### config.mk
export PLATFORM = sky130hd
export DESIGN_NAME = vga_frame_capture
export DESIGN_NICKNAME = d
export VERILOG_FILES = /design/src/rtl/vga_pkg.sv /design/src/rtl/vga_sync_tracker.sv /design/src/rtl/vga_frame_capture.sv
export SDC_FILE = /design/constraint.sdc
export NUM_CORES = 1
export LEC_CHECK = 0
export ABC_CLOCK_PERIOD_IN_PS = 6400
export BUFFER_PORTS_ARGS = -buffer_cell sky130_fd_sc_hd__buf_2
export CAP_MARGIN = 20
export CELL_PAD_IN_SITES_DETAIL_PLACEMENT = 1
export CELL_PAD_IN_SITES_GLOBAL_PLACEMENT = 1
export CORE_MARGIN = 2
export CORE_UTILIZATION = 51
export DETAILED_ROUTE_END_ITERATION = 12
export PLACE_DENSITY_LB_ADDON = 0.15
export SYNTH_ARGS = -nofsm -noshare
export SYNTH_HDL_FRONTEND = slang
export SYNTH_HIERARCHICAL = 1
export SYNTH_SLANG_ARGS = --single-unit
### constraint.sdc
create_clock -name clk_25Mhz -period 6.4 [get_ports clk_25Mhz]
set_input_delay 1.28 -clock clk_25Mhz [delete_from_list [all_inputs] [get_ports clk_25Mhz]]
set_output_delay 1.28 -clock clk_25Mhz [all_outputs]
set_load 0.005 [all_outputs]
### src/rtl/vga_pkg.sv
// Shared types and constants for the grayscale VGA frame path.
// Ports: none (package: timing totals, widths, FSM state enum).
package vga_pkg;

   localparam int unsigned H_TOTAL   = 800;
   localparam int unsigned V_TOTAL   = 525;
   localparam int unsigned IMG_W_DEF = 100;
   localparam int unsigned IMG_H_DEF = 100;
   localparam int unsigned ADDR_W    = 16;

   // Counters must reach the longer of the two totals.
   localparam int unsigned CNT_W =
      $clog2((H_TOTAL > V_TOTAL) ? H_TOTAL : V_TOTAL);

   function automatic int unsigned frame_size(
      input int unsigned w,
      input int unsigned h
   );
      return w * h;
   endfunction

   localparam int unsigned FRAME_SIZE = frame_size(IMG_W_DEF, IMG_H_DEF);

   typedef enum logic [1:0] {
      IDLE,
      WAIT_VS,
      CAPTURE,
      DONE
   } state_t;

endpackage

### src/rtl/vga_sync_tracker.sv
// Sync edge detector with line/pixel position counters.
// Ports: clk_25Mhz, rst_n, Hsync, Vsync in; hRise, vRise, hCnt, vCnt out.
module vga_sync_tracker
   import vga_pkg::*;
(
   input  logic             clk_25Mhz,
   input  logic             rst_n,
   input  logic             Hsync,
   input  logic             Vsync,
   output logic             hRise,
   output logic             vRise,
   output logic [CNT_W-1:0] hCnt,
   output logic [CNT_W-1:0] vCnt
);

   localparam logic [CNT_W-1:0] CNT_MAX = '1;

   logic hsync_q;
   logic vsync_q;

   assign hRise = Hsync & ~hsync_q;
   assign vRise = Vsync & ~vsync_q;

   always_ff @(posedge clk_25Mhz or negedge rst_n) begin
      if (!rst_n) begin
         hsync_q <= 1'b0;
         vsync_q <= 1'b0;
         hCnt    <= '0;
         vCnt    <= '0;
      end else begin
         hsync_q <= Hsync;
         vsync_q <= Vsync;
         if (hRise)
            hCnt <= '0;
         else if (hCnt != CNT_MAX)
            hCnt <= hCnt + 1'b1;
         // Vsync clear has priority over a coincident line advance.
         if (vRise)
            vCnt <= '0;
         else if (hRise && vCnt != CNT_MAX)
            vCnt <= vCnt + 1'b1;
      end
   end

endmodule

### src/rtl/vga_frame_capture.sv
// Decimating frame writer: samples an IMG_W x IMG_H grid into frame memory.
// Ports: clk_25Mhz, rst_n, start, Hsync, Vsync, pixelIn in;
//        wrAddress, wrData, wrEn, busy, done, frameErr out.
// Define VGA_CAP_CONTINUOUS_EN to re-arm after every frame.
module vga_frame_capture
   import vga_pkg::*;
#(
   parameter int unsigned IMG_W   = IMG_W_DEF,
   parameter int unsigned IMG_H   = IMG_H_DEF,
   parameter int unsigned H_START = 145,
   parameter int unsigned V_START = 36,
   parameter int unsigned H_STEP  = 6,
   parameter int unsigned V_STEP  = 4
) (
   input  logic              clk_25Mhz,
   input  logic              rst_n,
   input  logic              start,
   input  logic              Hsync,
   input  logic              Vsync,
   input  logic [7:0]        pixelIn,
   output logic [ADDR_W-1:0] wrAddress,
   output logic [7:0]        wrData,
   output logic              wrEn,
   output logic              busy,
   output logic              done,
   output logic              frameErr
);

   localparam int unsigned FRAME = frame_size(IMG_W, IMG_H);

   localparam logic [ADDR_W-1:0] LAST_ADDR = ADDR_W'(FRAME - 1);
   localparam logic [CNT_W-1:0]  H_FIRST   = CNT_W'(H_START);
   localparam logic [CNT_W-1:0]  V_FIRST   = CNT_W'(V_START);
   localparam logic [CNT_W-1:0]  H_INC     = CNT_W'(H_STEP);
   localparam logic [CNT_W-1:0]  V_INC     = CNT_W'(V_STEP);
   localparam logic [CNT_W-1:0]  COL_LAST  = CNT_W'(IMG_W - 1);

   logic             h_rise;
   logic             v_rise;
   logic [CNT_W-1:0] h_cnt;
   logic [CNT_W-1:0] v_cnt;

   state_t           state;
   state_t           state_d;

   logic [ADDR_W-1:0] addr;
   logic [CNT_W-1:0]  h_tgt;
   logic [CNT_W-1:0]  v_tgt;
   logic [CNT_W-1:0]  col;
   logic              px_sel;
   logic              last_px;

   vga_sync_tracker u_sync (
      .clk_25Mhz (clk_25Mhz),
      .rst_n     (rst_n),
      .Hsync     (Hsync),
      .Vsync     (Vsync),
      .hRise     (h_rise),
      .vRise     (v_rise),
      .hCnt      (h_cnt),
      .vCnt      (v_cnt)
   );

   // Sync edge cycles still carry the previous line's count; never sample there.
   assign px_sel = (state == CAPTURE) && !h_rise && !v_rise &&
                   (v_cnt == v_tgt) && (h_cnt == h_tgt);
   assign last_px = px_sel && (addr == LAST_ADDR);

   always_ff @(posedge clk_25Mhz or negedge rst_n) begin
      if (!rst_n)
         state <= IDLE;
      else
         state <= state_d;
   end

   always_comb begin
      state_d = state;
      unique case (state)
         IDLE:    if (start) state_d = WAIT_VS;
         WAIT_VS: if (v_rise) state_d = CAPTURE;
         CAPTURE: begin
            if (last_px)
               state_d = DONE;
            else if (v_rise)
               state_d = IDLE;
         end
`ifdef VGA_CAP_CONTINUOUS_EN
         DONE:    state_d = WAIT_VS;
`else
         DONE:    state_d = IDLE;
`endif
         default: state_d = IDLE;
      endcase
   end

   // Target counters step through the sample grid without multiplies.
   always_ff @(posedge clk_25Mhz or negedge rst_n) begin
      if (!rst_n) begin
         addr  <= '0;
         h_tgt <= '0;
         v_tgt <= '0;
         col   <= '0;
      end else if (state == WAIT_VS && v_rise) begin
         addr  <= '0;
         h_tgt <= H_FIRST;
         v_tgt <= V_FIRST;
         col   <= '0;
      end else if (state == CAPTURE) begin
         if (h_rise) begin
            h_tgt <= H_FIRST;
            col   <= '0;
         end else if (px_sel) begin
            addr <= addr + 1'b1;
            if (col == COL_LAST) begin
               col   <= '0;
               v_tgt <= v_tgt + V_INC;
            end else begin
               col   <= col + 1'b1;
               h_tgt <= h_tgt + H_INC;
            end
         end
      end
   end

   // busy drops for the done cycle even when re-arming straight away.
   always_ff @(posedge clk_25Mhz or negedge rst_n) begin
      if (!rst_n) begin
         wrAddress <= '0;
         wrData    <= '0;
         wrEn      <= 1'b0;
         busy      <= 1'b0;
         done      <= 1'b0;
         frameErr  <= 1'b0;
      end else begin
         wrEn <= px_sel;
         if (px_sel) begin
            wrAddress <= addr;
            wrData    <= pixelIn;
         end
         done <= (state == DONE);
         busy <= (state_d == CAPTURE) || (state_d == DONE) ||
                 (state_d == WAIT_VS && state != DONE);
         if (state == IDLE && start)
            frameErr <= 1'b0;
         else if (state == CAPTURE && v_rise && !last_px)
            frameErr <= 1'b1;
      end
   end

endmodule

# == Word-level counts from Yosys, hierarchy flattened ==
# Cells that the tools add are included.
# classes
div_mod_pow,0
shifts,0
muxes,30
multipliers,0
magnitude_cmp,0
n_bitwise,4
n_reduce_logical,28
addsub,6
eq_ne,15
# op_table
op,n
10-bit 2-to-1 mux,19
16-bit 2-to-1 mux,4
10-bit by 1-bit adder with 10-bit output (second input constant),3
10-bit by 3-bit adder with 10-bit output (second input constant),2
10-bit equality test,2
10-bit inequality test (second input constant),2
16-bit by 1-bit adder with 16-bit output (second input constant),1
16-bit by 14-bit equality test with 1-bit output (second input constant),1
2-bit nonzero test,6
1-bit logical AND,11
10-bit by 7-bit equality test with 1-bit output (second input constant),1
2-bit equality test (second input constant),4
2-bit 2-to-1 mux,4
2-bit one-hot mux with 4 select lines,1
3-bit AND reduction,2
2-bit by 1-bit equality test with 1-bit output (second input constant),2
4-bit AND reduction,1
1-bit logical NOT,3
3-bit inequality test (second input constant),1
3-bit nonzero test,1
1-bit bitwise AND,2
2-bit logical NOT,1
1-bit logical OR,2
1-bit 2-to-1 mux,2
other kinds (4),5
# word_totals
latch_bits,0
memories,0
mem_bits_rw,0
word_cells,98
ff_bits,98
mem_bits_ro,0

# == Longest topological paths before layout ==
# logic_depth
ltp_word,13
mapped_depth,9
depth_no_buf,7

# == Cells and area by module ==
# The synthesis kept the hierarchy.
# modules_own_cells
module,cells_each,area_per_inst_um2,instances
vga_frame_capture,396,4020.1,1
vga_sync_tracker,112,1126.1,1

# == Worst setup path after synthesis ==
# OpenSTA, ideal clock, no wires.
# synth_timing
path_kind,input port to flip-flop
startpoint,input Hsync
endpoint,register col[3]
required_ns,6.261
path_buffers,2
stages,9
arrival_ns,3.150
slack_ns,3.111
setup_ns,0.139
cell_sequence,nand2b_4 -> clkinv_1 -> or3_4 -> nor4_4 -> nand2_2 -> buf_6 -> buf_2 -> o311ai_0 -> o31ai_1
# synth_via
elab_chain_cells,8
word_cells_on_any_way,11
# synth_rtl
item,line,text
start: declaration,vga_frame_capture.sv:18,"input logic Hsync,"
1-bit bitwise AND (*),vga_sync_tracker.sv:21,assign hRise = Hsync & ~hsync_q;
via h_rise,vga_frame_capture.sv:38,logic h_rise;
1-bit logical NOT,vga_frame_capture.sv:65,assign px_sel = (state == CAPTURE) && !h_rise && !v_rise &&
1-bit logical AND (3 in a row),vga_frame_capture.sv:65,
1-bit logical AND,vga_frame_capture.sv:66,(v_cnt == v_tgt) && (h_cnt == h_tgt);
3-bit nonzero test (no source line),--,
2-bit AND reduction (no source line),--,
end signal: assignment,vga_frame_capture.sv:118,col <= col + 1'b1;
end: declaration,vga_frame_capture.sv:49,logic [CNT_W-1:0] col;
# The timed path passes the listed nets; every way through them passes the cells marked *. The select of a mux whose other input is x is not followed.
# A chain may end at the register's enable or synchronous reset.

# == Final worst setup path ==
# layout_timing
startpoint,input Hsync
endpoint,register wrData[1]
# layout_via
elab_chain_cells,6
# layout_rtl
item,line,text
1-bit bitwise AND,vga_sync_tracker.sv:21,
via h_rise,vga_frame_capture.sv:38,
1-bit logical NOT,vga_frame_capture.sv:65,
1-bit logical AND (3 in a row),vga_frame_capture.sv:65,
1-bit logical AND,vga_frame_capture.sv:66,
end signal: assignment,vga_frame_capture.sv:138,wrData <= pixelIn;
end: declaration,vga_frame_capture.sv:22,"output logic [7:0] wrData,"
# The timed path passes the listed nets, and every way through them passes these cells.

==> flow_metrics.env <==
export IMPL_slew_headroom_pct=49.16
export IMPL_die_h_um=104.5
export IMPL_cts_buffers=9
export IMPL_arrival_ns=4.21
export IMPL_track_usage_pct=25.07
export IMPL_cts_buffer_depth=2
export IMPL_core_sq_um=9774
export IMPL_synthArstFlopShare_pct=100.0
export IMPL_start_util_pct=52.65
export IMPL_grt_max_degree=51
export IMPL_io_buffer_count=40
export IMPL_grt_pass1_vias=4480
export IMPL_cp_end_kind="register"
export IMPL_place_ws_ns=2.113
export IMPL_met2_length_mm=6.676
export IMPL_timing_rr_start="u_sync/hsync_q$_DFF_PN0_"
export IMPL_clock_latency_ns=0.37
export IMPL_cts_tree="built"
export IMPL_hold_buffers=0
export IMPL_post_dp_cell_area_sq_um=5464
export IMPL_htree_levels=3
export IMPL_min_delay_worst_endpoint="wrData[6]$_DFFE_PN0P_"
export IMPL_grt_overflow=0
export IMPL_place_congestion=0.8447
export IMPL_clk_pin_slew_ns=0.09
export IMPL_crit_fanout=25
export IMPL_post_route_drc_count=0
export IMPL_max_stage_delay_ns=0.49
export IMPL_cts_sinks=96
export IMPL_avgSynthCellArea_sq_um=10.13
export IMPL_wl_met3_um=404
export IMPL_crit_required_ns=6.65
export IMPL_die_area_sq_um=10910
export IMPL_vias_per_cell=6.188
export IMPL_critPathSlowestCell="or3_4"
export IMPL_synth_area_leaders="dfrtp_1 (47%), mux2_2 (5.0%), mux2i_1 (4.3%)"
export IMPL_ctsResizeCount=0
export IMPL_peakVddDrop_mv=0.1253
export IMPL_ioPinCount=41
export IMPL_ant_nets=0
export IMPL_reg2regPathDepth=8
export IMPL_worst_slew_pin_slew_ns=0.7598
export IMPL_final_nets=557
export IMPL_cts_setup_buffers=0
export IMPL_wirelength_mm=13.03
export IMPL_clock_fmax_mhz=252.5
export IMPL_avgRoutedWirePerCell_um=19.28
export IMPL_chipWidth_um=104.5
export IMPL_yosys_register_bits=96
export IMPL_r2r_end="wrData[1]$_DFFE_PN0P_"
export IMPL_netlist_area_sq_um=5146
export IMPL_netlist_cell_type_count=55
export IMPL_num_rows=36
export IMPL_area_growth_pct=9.433
export IMPL_finalPower_mw=1.193
export IMPL_final_setup_viol_count=0
export IMPL_maxCapViolCount=0
export IMPL_synthesis_nets=527
export IMPL_ys_seq_area_share_pct=46.68
export IMPL_clock_root_buffer="clkbuf_8"
export IMPL_rsz0062_at_grt="no"
export IMPL_min_from="wrData[6]$_DFFE_PN0P_"
export IMPL_period_share_pct=61.88
export IMPL_start_kind="primary input"
export IMPL_drtIter0Drc=200
export IMPL_synth_top_area_share_pct=46.68
export IMPL_highest_layer="met4"
export IMPL_syn_inst=508
export IMPL_holdWs_ns=0.5068
export IMPL_hold_path_class="register to register"
export IMPL_wl_met1_mm=5.745
export IMPL_num_vias=4183
export IMPL_fill_cells=1118
export IMPL_drive_above_1_share_pct=16.94
export IMPL_outcome="finished clean"
export IMPL_tns_ns=0
export IMPL_yosysTopAreaCell="dfrtp_1"
export IMPL_hold_viol=0
export IMPL_grt_first_pass_wirelength_mm=22.22
export IMPL_drtPass1Iterations=4
export IMPL_p_leak_nw=2.528
export IMPL_rrSetupSlack_ns=3.10
export IMPL_ys_warn_count=6
export IMPL_p_per_area_nw_per_um2=211.8
export IMPL_fin_area_sq_um=5632
export IMPL_antenna_found_initial=0
export IMPL_setup_ws_ns=2.440
export IMPL_hpwl_mm=9.267
export IMPL_n_antenna_cell=0
export IMPL_critical_path_class="primary input to register"
export IMPL_slew_violations=0
export IMPL_skew_ns=0.01127
export IMPL_synth_edf_count=0
export IMPL_crit_chain="buf_2 > nand2b_4 > clkinv_1 > or3_4 > nor4_4 > and2_1 > nand2_1 > buf_16 > mux2_2"
export IMPL_min_path_cells=1
export IMPL_synthFlopType="dfrtp_1"
export IMPL_period_needed_ns=3.960
worst max-delay path, delay by kind of cell:
family / cells / cell delay (ns)
muxes: 1 / 0.28
and+or+nand+nor: 5 / 1.83
buffers and inverters: 3 / 0.80
routing by layer:
layer	track usage, %	vias to the layer above
met1	31.86	2138
met2	43.70	77
met4	8.687	0
met5	0	-
met3	3.509	18
li1	-	1950
area by class of cell:
type / instances / area (sq um) / area share (%)
Clock buffer: 14 / 152.6 / 2.711
Clock inverter: 2 / 15.01 / 0.2666
Inverter: 13 / 48.80 / 0.8665
Multi-Input combinational cell: 372 / 2559 / 45.43
Sequential cell: 96 / 2402 / 42.66
Tap cell: 133 / 166.4 / 2.955
Timing Repair Buffer: 46 / 287.8 / 5.110
cells in the mapped netlist (all sizes together), types with 13 or more instances:
cell / number
nand4: 20
nor4: 14
mux2i: 22
o21ai: 19
nand2b: 19
nor3: 21
clkbuf: 14
a21oi: 18
buf: 13
mux2: 23
nand2: 42
xnor2: 13
nand3: 27
dfrtp: 96
nor2: 20
power by group:
part	leakage (nW)	switching [mW]	internal, mW
Sequential	1.30	0.0443	0.631
Combinational	1.15	0.100	0.0581
Clock	0.0769	0.206	0.153
sequential cells by signal (all words and copies together) (netlist names), 2 cells and up:
signal,flops
addr,16
v_tgt,8
state,2
u_sync/vCnt,10
h_tgt,10
wrAddress,16
col,10
wrData,8
u_sync/hCnt,10
cells by family (layout without fill, tap and decap cells):
family	Yosys count	in the layout	synth area share (%)
AO/OA/AOI/OAI	84	84	11.11
XOR/XNOR	21	21	3.574
adder cells (fa/ha/maj)	6	6	1.459
buffers and inverters	40	75	3.598
flip-flops	96	96	46.68
multiplexers	45	45	9.312
AND/OR/NAND/NOR	216	216	24.26
how the worst max path moves through the flow:
stage | from | end | slack [ns] | cells past startpoint
after floorplan | Hsync | col[3]$_DFFE_PN0P_ | 3.11 | 9
after global placement | Hsync | wrData[3]$_DFFE_PN0P_ | 1.77 | 8
after detailed placement | Hsync | wrData[7]$_DFFE_PN0P_ | 2.11 | 9
after CTS | Hsync | wrData[7]$_DFFE_PN0P_ | 2.50 | 9
after global routing | Hsync | wrData[0]$_DFFE_PN0P_ | 2.30 | 9
final | Hsync | wrData[1]$_DFFE_PN0P_ | 2.44 | 9
metrics by stage:
stage,std cells,util [%]
6_report,676,57.62
5_1_grt,676,57.62
4_1_cts,676,57.62
3_5_place_dp,660,55.90
3_3_place_gp,658,55.34
2_1_floorplan,508,-
cell usage in the layout, fill, tap and decap left out, types with 3 or more instances in the layout:
cell	netlist	final
or4_1	6	6
nor3_1	21	21
and4_1	4	4
o41ai_1	5	5
nand3_1	27	27
o31ai_1	9	9
clkbuf_1	14	4
nand4b_1	3	3
a31o_2	3	3
buf_4	1	5
xor2_1	8	8
nand2_1	41	41
mux2_2	23	23
and2_1	6	6
nor4_1	12	12
o21ai_0	19	19
ha_1	6	6
nand2b_1	18	18
and3_1	10	10
mux2i_1	22	22
or3_1	10	10
xnor2_1	13	13
o211a_1	3	3
inv_1	11	11
o211ai_1	6	6
buf_2	7	39
nor2_1	20	20
dfrtp_1	96	96
nand4_1	19	19
a21oi_1	18	18
o311ai_0	5	5
clkbuf_8	0	10
a31oi_1	10	10
Power figures use the tool's default switching activity.
